<file path="src/rtl/prbs_ctrl_pkg.sv">
// Shared types and constants for the PRBS run controller and its shadow registers.
package prbs_ctrl_pkg;

    typedef enum logic [2:0] {
        ST_IDLE    = 3'd0,
        ST_LOAD    = 3'd1,
        ST_RESET   = 3'd2,
        ST_SETTLE  = 3'd3,
        ST_RUN     = 3'd4,
        ST_DRAIN   = 3'd5,
        ST_PROTECT = 3'd6
    } state_e;

    localparam logic [1:0] ADDR_PN    = 2'd0;
    localparam logic [1:0] ADDR_RATE  = 2'd1;
    localparam logic [1:0] ADDR_SHAPE = 2'd2;
    localparam logic [1:0] ADDR_CTRL  = 2'd3;

    localparam logic [3:0] PN7  = 4'd0;
    localparam logic [3:0] PN9  = 4'd1;
    localparam logic [3:0] PN11 = 4'd2;
    localparam logic [3:0] PN15 = 4'd3;
    localparam logic [3:0] PN20 = 4'd4;
    localparam logic [3:0] PN23 = 4'd5;
    localparam logic [3:0] PN31 = 4'd6;

    localparam logic [31:0] DEFAULT_BITRATE = 32'h0100_0000;

    typedef struct packed {
        logic [3:0]  pn;
        logic [31:0] rate;
        logic [7:0]  edge_time;
        logic [1:0]  filt;
    } cfg_t;

    function automatic cfg_t cfg_reset(input logic [31:0] rate);
        cfg_t c;
        c      = '0;
        c.rate = rate;
        return c;
    endfunction

endpackage

</file>
<file path="src/rtl/prbs_cfg_shadow_regs.sv">
// Host-visible shadow configuration, apply validation, sticky error and pending flag.
module prbs_cfg_shadow_regs #(
    parameter logic [3:0]  PN_MAX_CODE = 4'd6,
    parameter logic [31:0] RESET_RATE  = 32'h0100_0000
) (
    input  logic                 clk_i,
    input  logic                 rst_ni,
    input  logic                 host_wr_en_i,
    input  logic [1:0]           host_addr_i,
    input  logic [31:0]          host_wdata_i,
    input  logic                 commit_i,
    output logic                 run_o,
    output logic                 accept_o,
    output logic                 pending_o,
    output logic                 cfg_error_o,
    output prbs_ctrl_pkg::cfg_t  staged_o
);
    import prbs_ctrl_pkg::*;

    cfg_t shadow_q, shadow_d;
    cfg_t staged_q, staged_d;
    logic run_q, run_d;
    logic pend_q, pend_d;
    logic err_q, err_d;
    logic apply, valid;

    assign apply    = host_wr_en_i && (host_addr_i == ADDR_CTRL) && host_wdata_i[1];
    assign valid    = (shadow_q.pn <= PN_MAX_CODE) && (shadow_q.rate != '0);
    assign accept_o = apply && valid;

    always_comb begin
        shadow_d = shadow_q;
        run_d    = run_q;
        if (host_wr_en_i) begin
            case (host_addr_i)
                ADDR_PN:   shadow_d.pn   = host_wdata_i[3:0];
                ADDR_RATE: shadow_d.rate = host_wdata_i;
                ADDR_SHAPE: begin
                    shadow_d.filt      = host_wdata_i[9:8];
                    shadow_d.edge_time = host_wdata_i[7:0];
                end
                default:   run_d = host_wdata_i[0];
            endcase
        end
    end

    // Snapshot validated shadows so later host writes cannot leak an unchecked value into LOAD.
    assign staged_d = accept_o ? shadow_q : staged_q;
    assign pend_d   = accept_o | (pend_q & ~commit_i);
    assign err_d    = apply ? ~valid : err_q;

    always_ff @(posedge clk_i or negedge rst_ni) begin
        if (!rst_ni) begin
            shadow_q <= cfg_reset(RESET_RATE);
            staged_q <= cfg_reset(RESET_RATE);
            run_q    <= 1'b0;
            pend_q   <= 1'b0;
            err_q    <= 1'b0;
        end else begin
            shadow_q <= shadow_d;
            staged_q <= staged_d;
            run_q    <= run_d;
            pend_q   <= pend_d;
            err_q    <= err_d;
        end
    end

    assign run_o       = run_q;
    assign pending_o   = pend_q;
    assign cfg_error_o = err_q;
    assign staged_o    = staged_q;

endmodule

</file>
<file path="src/rtl/prbs_run_controller.sv">
// Run sequencer for the PRBS datapath: commits config, holds core reset, settles, unmutes.
module prbs_run_controller #(
    parameter int unsigned RST_CYCLES      = 4,
    parameter int unsigned SETTLE_TICKS    = 2,
    parameter logic [3:0]  PN_MAX_CODE     = 4'd6,
    parameter logic [31:0] DEFAULT_BITRATE = 32'h0100_0000
) (
    input  logic        dac_clk,
    input  logic        reset_n,
    input  logic        host_wr_en,
    input  logic [1:0]  host_addr,
    input  logic [31:0] host_wdata,
    input  logic        ch_load_protect,
    input  logic        bit_tick,
    output logic [3:0]  prbs_pn_select_out,
    output logic [31:0] prbs_bit_rate_out,
    output logic [7:0]  prbs_edge_time_out,
    output logic [1:0]  filter_strength_out,
    output logic        prbs_core_rst_n,
    output logic        dac_mute,
    output logic        busy,
    output logic        cfg_error,
    output logic [2:0]  state_dbg
);
    import prbs_ctrl_pkg::*;

    localparam int RW = (RST_CYCLES > 0) ? $clog2(RST_CYCLES + 1) : 1;
    localparam int TW = (SETTLE_TICKS > 0) ? $clog2(SETTLE_TICKS + 1) : 1;
    localparam logic [RW-1:0] RST_LOAD  = RW'(RST_CYCLES);
    localparam logic [TW-1:0] TICK_LOAD = TW'(SETTLE_TICKS);

    logic [1:0] sync_q;
    logic       rst_n;

    // Assert asynchronously, release two clocks later.
    always_ff @(posedge dac_clk or negedge reset_n) begin
        if (!reset_n) sync_q <= 2'b00;
        else          sync_q <= {sync_q[0], 1'b1};
    end
    assign rst_n = sync_q[1];

    logic  run, accept, pending, commit, pend_now;
    cfg_t  staged, active_q;

    prbs_cfg_shadow_regs #(
        .PN_MAX_CODE (PN_MAX_CODE),
        .RESET_RATE  (DEFAULT_BITRATE)
    ) u_shadow (
        .clk_i        (dac_clk),
        .rst_ni       (rst_n),
        .host_wr_en_i (host_wr_en),
        .host_addr_i  (host_addr),
        .host_wdata_i (host_wdata),
        .commit_i     (commit),
        .run_o        (run),
        .accept_o     (accept),
        .pending_o    (pending),
        .cfg_error_o  (cfg_error),
        .staged_o     (staged)
    );

    state_e        state_q, state_d;
    logic [RW-1:0] rcnt_q;
    logic [TW-1:0] tcnt_q;
    logic          core_rst_q, mute_q, busy_q;

    assign pend_now = pending | accept;

    always_comb begin
        state_d = state_q;
        if (state_q != ST_IDLE && ch_load_protect) begin
            state_d = ST_PROTECT;
        end else begin
            case (state_q)
                ST_IDLE:   if (run) state_d = ST_LOAD;
                ST_LOAD:   state_d = ST_RESET;
                ST_RESET: begin
                    if (!run)                    state_d = ST_IDLE;
                    else if (rcnt_q <= RW'(1))   state_d = ST_SETTLE;
                end
                ST_SETTLE: begin
                    if (!run)                                  state_d = ST_IDLE;
                    else if (bit_tick && tcnt_q <= TW'(1))     state_d = ST_RUN;
                end
                ST_RUN: begin
                    if (!run)          state_d = ST_IDLE;
                    else if (pend_now) state_d = ST_DRAIN;
                end
                ST_DRAIN: begin
                    if (!run)          state_d = ST_IDLE;
                    else if (bit_tick) state_d = ST_LOAD;
                end
                ST_PROTECT: begin
                    if (!run)          state_d = ST_IDLE;
                    else if (pend_now) state_d = ST_LOAD;
                    else               state_d = ST_SETTLE;
                end
                default:   state_d = ST_IDLE;
            endcase
        end
    end

    assign commit = (state_q == ST_LOAD) && (state_d == ST_RESET);

    always_ff @(posedge dac_clk or negedge rst_n) begin
        if (!rst_n) begin
            state_q    <= ST_IDLE;
            rcnt_q     <= '0;
            tcnt_q     <= '0;
            core_rst_q <= 1'b0;
            mute_q     <= 1'b1;
            busy_q     <= 1'b0;
            active_q   <= cfg_reset(DEFAULT_BITRATE);
        end else begin
            state_q <= state_d;
            if (commit) active_q <= staged;

            if (state_d == ST_RESET && state_q != ST_RESET)
                rcnt_q <= RST_LOAD;
            else if (state_q == ST_RESET && rcnt_q != '0)
                rcnt_q <= rcnt_q - RW'(1);

            if (state_d == ST_SETTLE && state_q != ST_SETTLE)
                tcnt_q <= TICK_LOAD;
            else if (state_q == ST_SETTLE && bit_tick && tcnt_q != '0)
                tcnt_q <= tcnt_q - TW'(1);

            unique case (state_d)
                ST_IDLE, ST_LOAD, ST_RESET: begin
                    core_rst_q <= 1'b0;
                    mute_q     <= 1'b1;
                end
                ST_RUN: begin
                    core_rst_q <= 1'b1;
                    mute_q     <= 1'b0;
                end
                default: begin
                    core_rst_q <= 1'b1;
                    mute_q     <= 1'b1;
                end
            endcase
            busy_q <= !(state_d inside {ST_IDLE, ST_RUN});
        end
    end

    assign prbs_pn_select_out  = active_q.pn;
    assign prbs_bit_rate_out   = active_q.rate;
    assign prbs_edge_time_out  = active_q.edge_time;
    assign filter_strength_out = active_q.filt;
    assign prbs_core_rst_n     = core_rst_q;
    assign dac_mute            = mute_q | ch_load_protect;
    assign busy                = busy_q;
    assign state_dbg           = state_q;

endmodule

</file>
<file path="config.mk">
export PLATFORM = sky130hd
export DESIGN_NAME = prbs_run_controller
export DESIGN_NICKNAME = d
export VERILOG_FILES = /design/src/rtl/prbs_ctrl_pkg.sv /design/src/rtl/prbs_cfg_shadow_regs.sv /design/src/rtl/prbs_run_controller.sv
export SDC_FILE = /design/constraint.sdc
export NUM_CORES = 1
export LEC_CHECK = 0
export ABC_AREA = 1
export BUFFER_PORTS_ARGS = -buffer_cell sky130_fd_sc_hd__buf_2
export CAP_MARGIN = 30
export CORE_MARGIN = 8
export CORE_UTILIZATION = 24
export DETAILED_ROUTE_END_ITERATION = 8
export HOLD_SLACK_MARGIN = 0.05
export MAX_ROUTING_LAYER = met4
export SLEW_MARGIN = 40
export SYNTH_ARGS = -nofsm -noshare
export SYNTH_HDL_FRONTEND = slang
export SYNTH_HIERARCHICAL = 1
export SYNTH_SLANG_ARGS = --single-unit
</file>
<file path="constraint.sdc">
create_clock -name dac_clk -period 11.7 [get_ports dac_clk]
set_input_delay 1.755 -clock dac_clk [delete_from_list [all_inputs] [get_ports dac_clk]]
set_output_delay 1.755 -clock dac_clk [all_outputs]
set_load 0.01 [all_outputs]
</file>
==> results.yml <==
layout:
  fin_nets: 806
  stdcell_count: 1113
  fill_cells: 2767
  area_growth_pct: 21.0
  layout-drive-gt1-share_pct: 22.1
sta:
  relSlewSlack_pct: 45.5
  fin_tns_setup_ns: 0
  fin_crit_sh_pct: 34.7
  hold_viol: 0
  finalSetupViolCount: 0
  layout_setup_ws_ns: 7.64
  fin_worst_skew_ns: 0.0106
  fmax_mhz: 246
  max_slew.worst_pin.slew_ns: 0.815
  grt_setup_unrepaired: "false"
  maxSlewViolCount: 0
  period_needed_ns: 4.06
floorplan:
  pin_count: 92
  rows: 59
  core_area_um2: 26100
  dieArea_um2: 32100
  start_util_pct: 24.4
  die_w_um: 179
  die_height_um: 179
clocking:
  cts_resized: 0
  clk_latency_ns: 0.42
  clock_path_buffers: 2
  cts.sinks: 154
  cts_tree: "built"
  h-tree-depth: 4
  numCtsBuffers: 17
  clock-root-buffer: "clkbuf_16"
  postCtsSetupBuffers: 0
  clkTransAtPathRegs_ns: 0.06
  cts_hold_buf: 0
detailed_routing:
  drt_iter0_drc: 318
  firstDrtPassIters: 4
  post_drt_wl_per_cell_um: 14.9
  totalWireLength_mm: 16.6
  vias_per_cell: 4.24
  vias: 4716
  drc_errors: 0
  detail-route-antenna-nets: 0
critical_path:
  cp_slowest_stage_delay_ns: 0.29
  r2r_end: "u_shadow/pending_o"
  reg2reg_from: "u_shadow/shadow_q[44]"
  crit_path_start_kind: "primary input"
  worst_setup_path_end_kind: "output port"
  worst_ep_required_time_ns: 9.95
  cp-startpoint: "ch_load_protect"
  reg2regPathDepth: 14
  path_max_fanout: 2
  rrSetupSlack_ns: 8.99
  critPathSlowestCell: "or2_2"
  cp.arrival_ns: 2.31
  cp_cell_sequence: "buf_2, or2_2, buf_2"
  cp_top_family: "simple AND/OR/NAND/NOR gates"
  crit_buf_inv: 2
  worstSetupPathType: "primary input to output port"
  path_common_cell: "buf_2"
power:
  ir_drop_mv: 0.0967
  p_sw_w: 0.000657
  static-leakage-power_nw: 4.07
  powerDensity_nw_per_um2: 239
  p_int_w: 0.00119
  clockPowerShare_pct: 28.1
  finalPower_w: 0.00185
  p_comb_share_pct: 28.4
  seqPwrFrac_pct: 43.5
  switching_share_pct: 35.5
placement:
  dp_hpwl_mm: 11.5
  gp_congestion: 0.756
  port_buffers: 91
  place_ws_ns: 7.36
  dp.cells: 1078
synth:
  yosysUniqueCellTypes: 29
  synth_edf_count: 0
  synthDominantCellAreaShare_pct: 58.8
  seq_area_frac_synth_pct: 60.4
  async_flop_share_pct: 100
  synth.largest_area_cell: "dfrtp_1"
  post_synth.cell_area_avg_um2: 9.41
  yosys_warnings: 6
  synth-seq-cells: 154
  netlist_area_um2: 6390
  syn_nets: 723
  synth_area_leaders: "dfrtp_1 59%, nand2_1 14%, nand3_1 8.2%, mux2_2 4.1%, nor2_1 2.2%"
  synth_most_common_cell: "nand2_1"
  synthCells: 679
  ys.flop_type: "dfrtp_1"
  netlist_top_cells_count: "239 x nand2_1, 150 x dfrtp_1, 105 x nand3_1"
global_route:
  grt_max_degree: 86
  grt_pass1_vias: 4832
  overflow: 0
  antenna_found_initial: 3
  grt_pass1_wl_mm: 26.4
  grt_usage_pct: 11.1
outcome:
  outcome: "completed"
min_path:
  hp-class: "flip-flop to async pin"
flow_run:
  drv_cap: 0
-- worst register-to-register path, cell delays in order (launching register included) --
cell,delay [ns]
dfrtp_1,0.40
nand3_1,0.08
nor3b_2,0.15
buf_4,0.45
o21ai_4,0.14
inv_1,0.12
nor2_1,0.07
nand3_1,0.08
nand3_1,0.08
nand2_1,0.10
nand2_2,0.10
nand4_1,0.09
buf_4,0.46
inv_1,0.15
o21ai_0,0.16
-- metrics by stage --
step	hold slack [ns]	area, um2	util, %
after floorplan	0.331	6390	-
after global placement	0.336	7100	27.2
after detailed placement	0.119	7160	27.4
after CTS	0.124	7720	29.6
after global routing	0.129	7730	29.6
final	0.120	7730	29.6
-- power groups by stage --
stage / registers [W] / clock network (W) / logic (W)
after global routing: 0.000826 / 0.000554 / 0.000605
after detailed placement: 0.000814 / 0 / 0.000542
final: 0.000804 / 0.000520 / 0.000525
after global placement: 0.000814 / 0 / 0.000525
after floorplan: 0.000837 / 0 / 0.000313
after CTS: 0.000806 / 0.000536 / 0.000544
-- routing by layer --
metal | vias to the layer above | routed length [um] | global-route usage, %
met3 | 22 | 851 | 3.16
met4 | 0 | 329 | 4.51
met2 | 96 | 7460 | 16.5
li1 | 2352 | - | -
met1 | 2246 | 7920 | 14.1
met5 | - | 0 | -
-- placed cells by master, fill, tap and decap left out, types with 5 or more instances in the layout --
cell / instances
nand2_1: 239
dfrtp_1: 149
nand3_1: 104
buf_2: 91
nor2_1: 37
inv_1: 31
o21ai_0: 27
mux2_2: 23
clkbuf_16: 17
ha_1: 5
clkinv_2: 5
-- flip-flops by register name, summed over array words and instances (netlist names) --
| name | flops |
|---|---|
| u_shadow/shadow_q | 46 |
| u_shadow/staged_o | 46 |
| prbs_bit_rate_out | 32 |
| prbs_edge_time_out | 8 |
| prbs_pn_select_out | 4 |
| rcnt_q | 3 |
| state_dbg | 3 |
| filter_strength_out | 2 |
| sync_q | 2 |
| tcnt_q | 2 |
| busy | 1 |
| mute_q | 1 |
| prbs_core_rst_n | 1 |
| u_shadow/cfg_error_o | 1 |
| u_shadow/pending_o | 1 |
| u_shadow/run_o | 1 |
-- kinds of logic after synthesis --
family          share of synthesized area, %
xor+xnor                               0.274
other cells                           0.0587
flops                                   60.4
buf+inv                                 5.46
simple gates                            25.7
compound gates                          2.96
fa+ha+maj                              0.979
mux                                     4.21
-- worst max path at each step --
stage / to / slack (ns) / cells past startpoint
5_1_grt: u_shadow/pending_o / 7.48 / 15
2_1_floorplan: busy / 7.10 / 0
3_3_place_gp: u_shadow/pending_o / 7.46 / 15
4_1_cts: dac_mute / 7.64 / 3
3_5_place_dp: u_shadow/pending_o / 7.36 / 15
6_report: dac_mute / 7.64 / 3
-- final cells by class --
cell class / instances / area, um2 / share of cell area, %
sequential: 154 / 3860 / 50.0
multi-input combinational: 457 / 2210 / 28.6
timing repair buffer: 98 / 539 / 6.97
clock buffer: 21 / 470 / 6.08
tap: 335 / 419 / 5.42
inverter: 34 / 128 / 1.65
clock inverter: 11 / 95.1 / 1.23
antenna: 3 / 7.51 / 0.0971
Note: power is estimated with default switching activity, not from simulation.
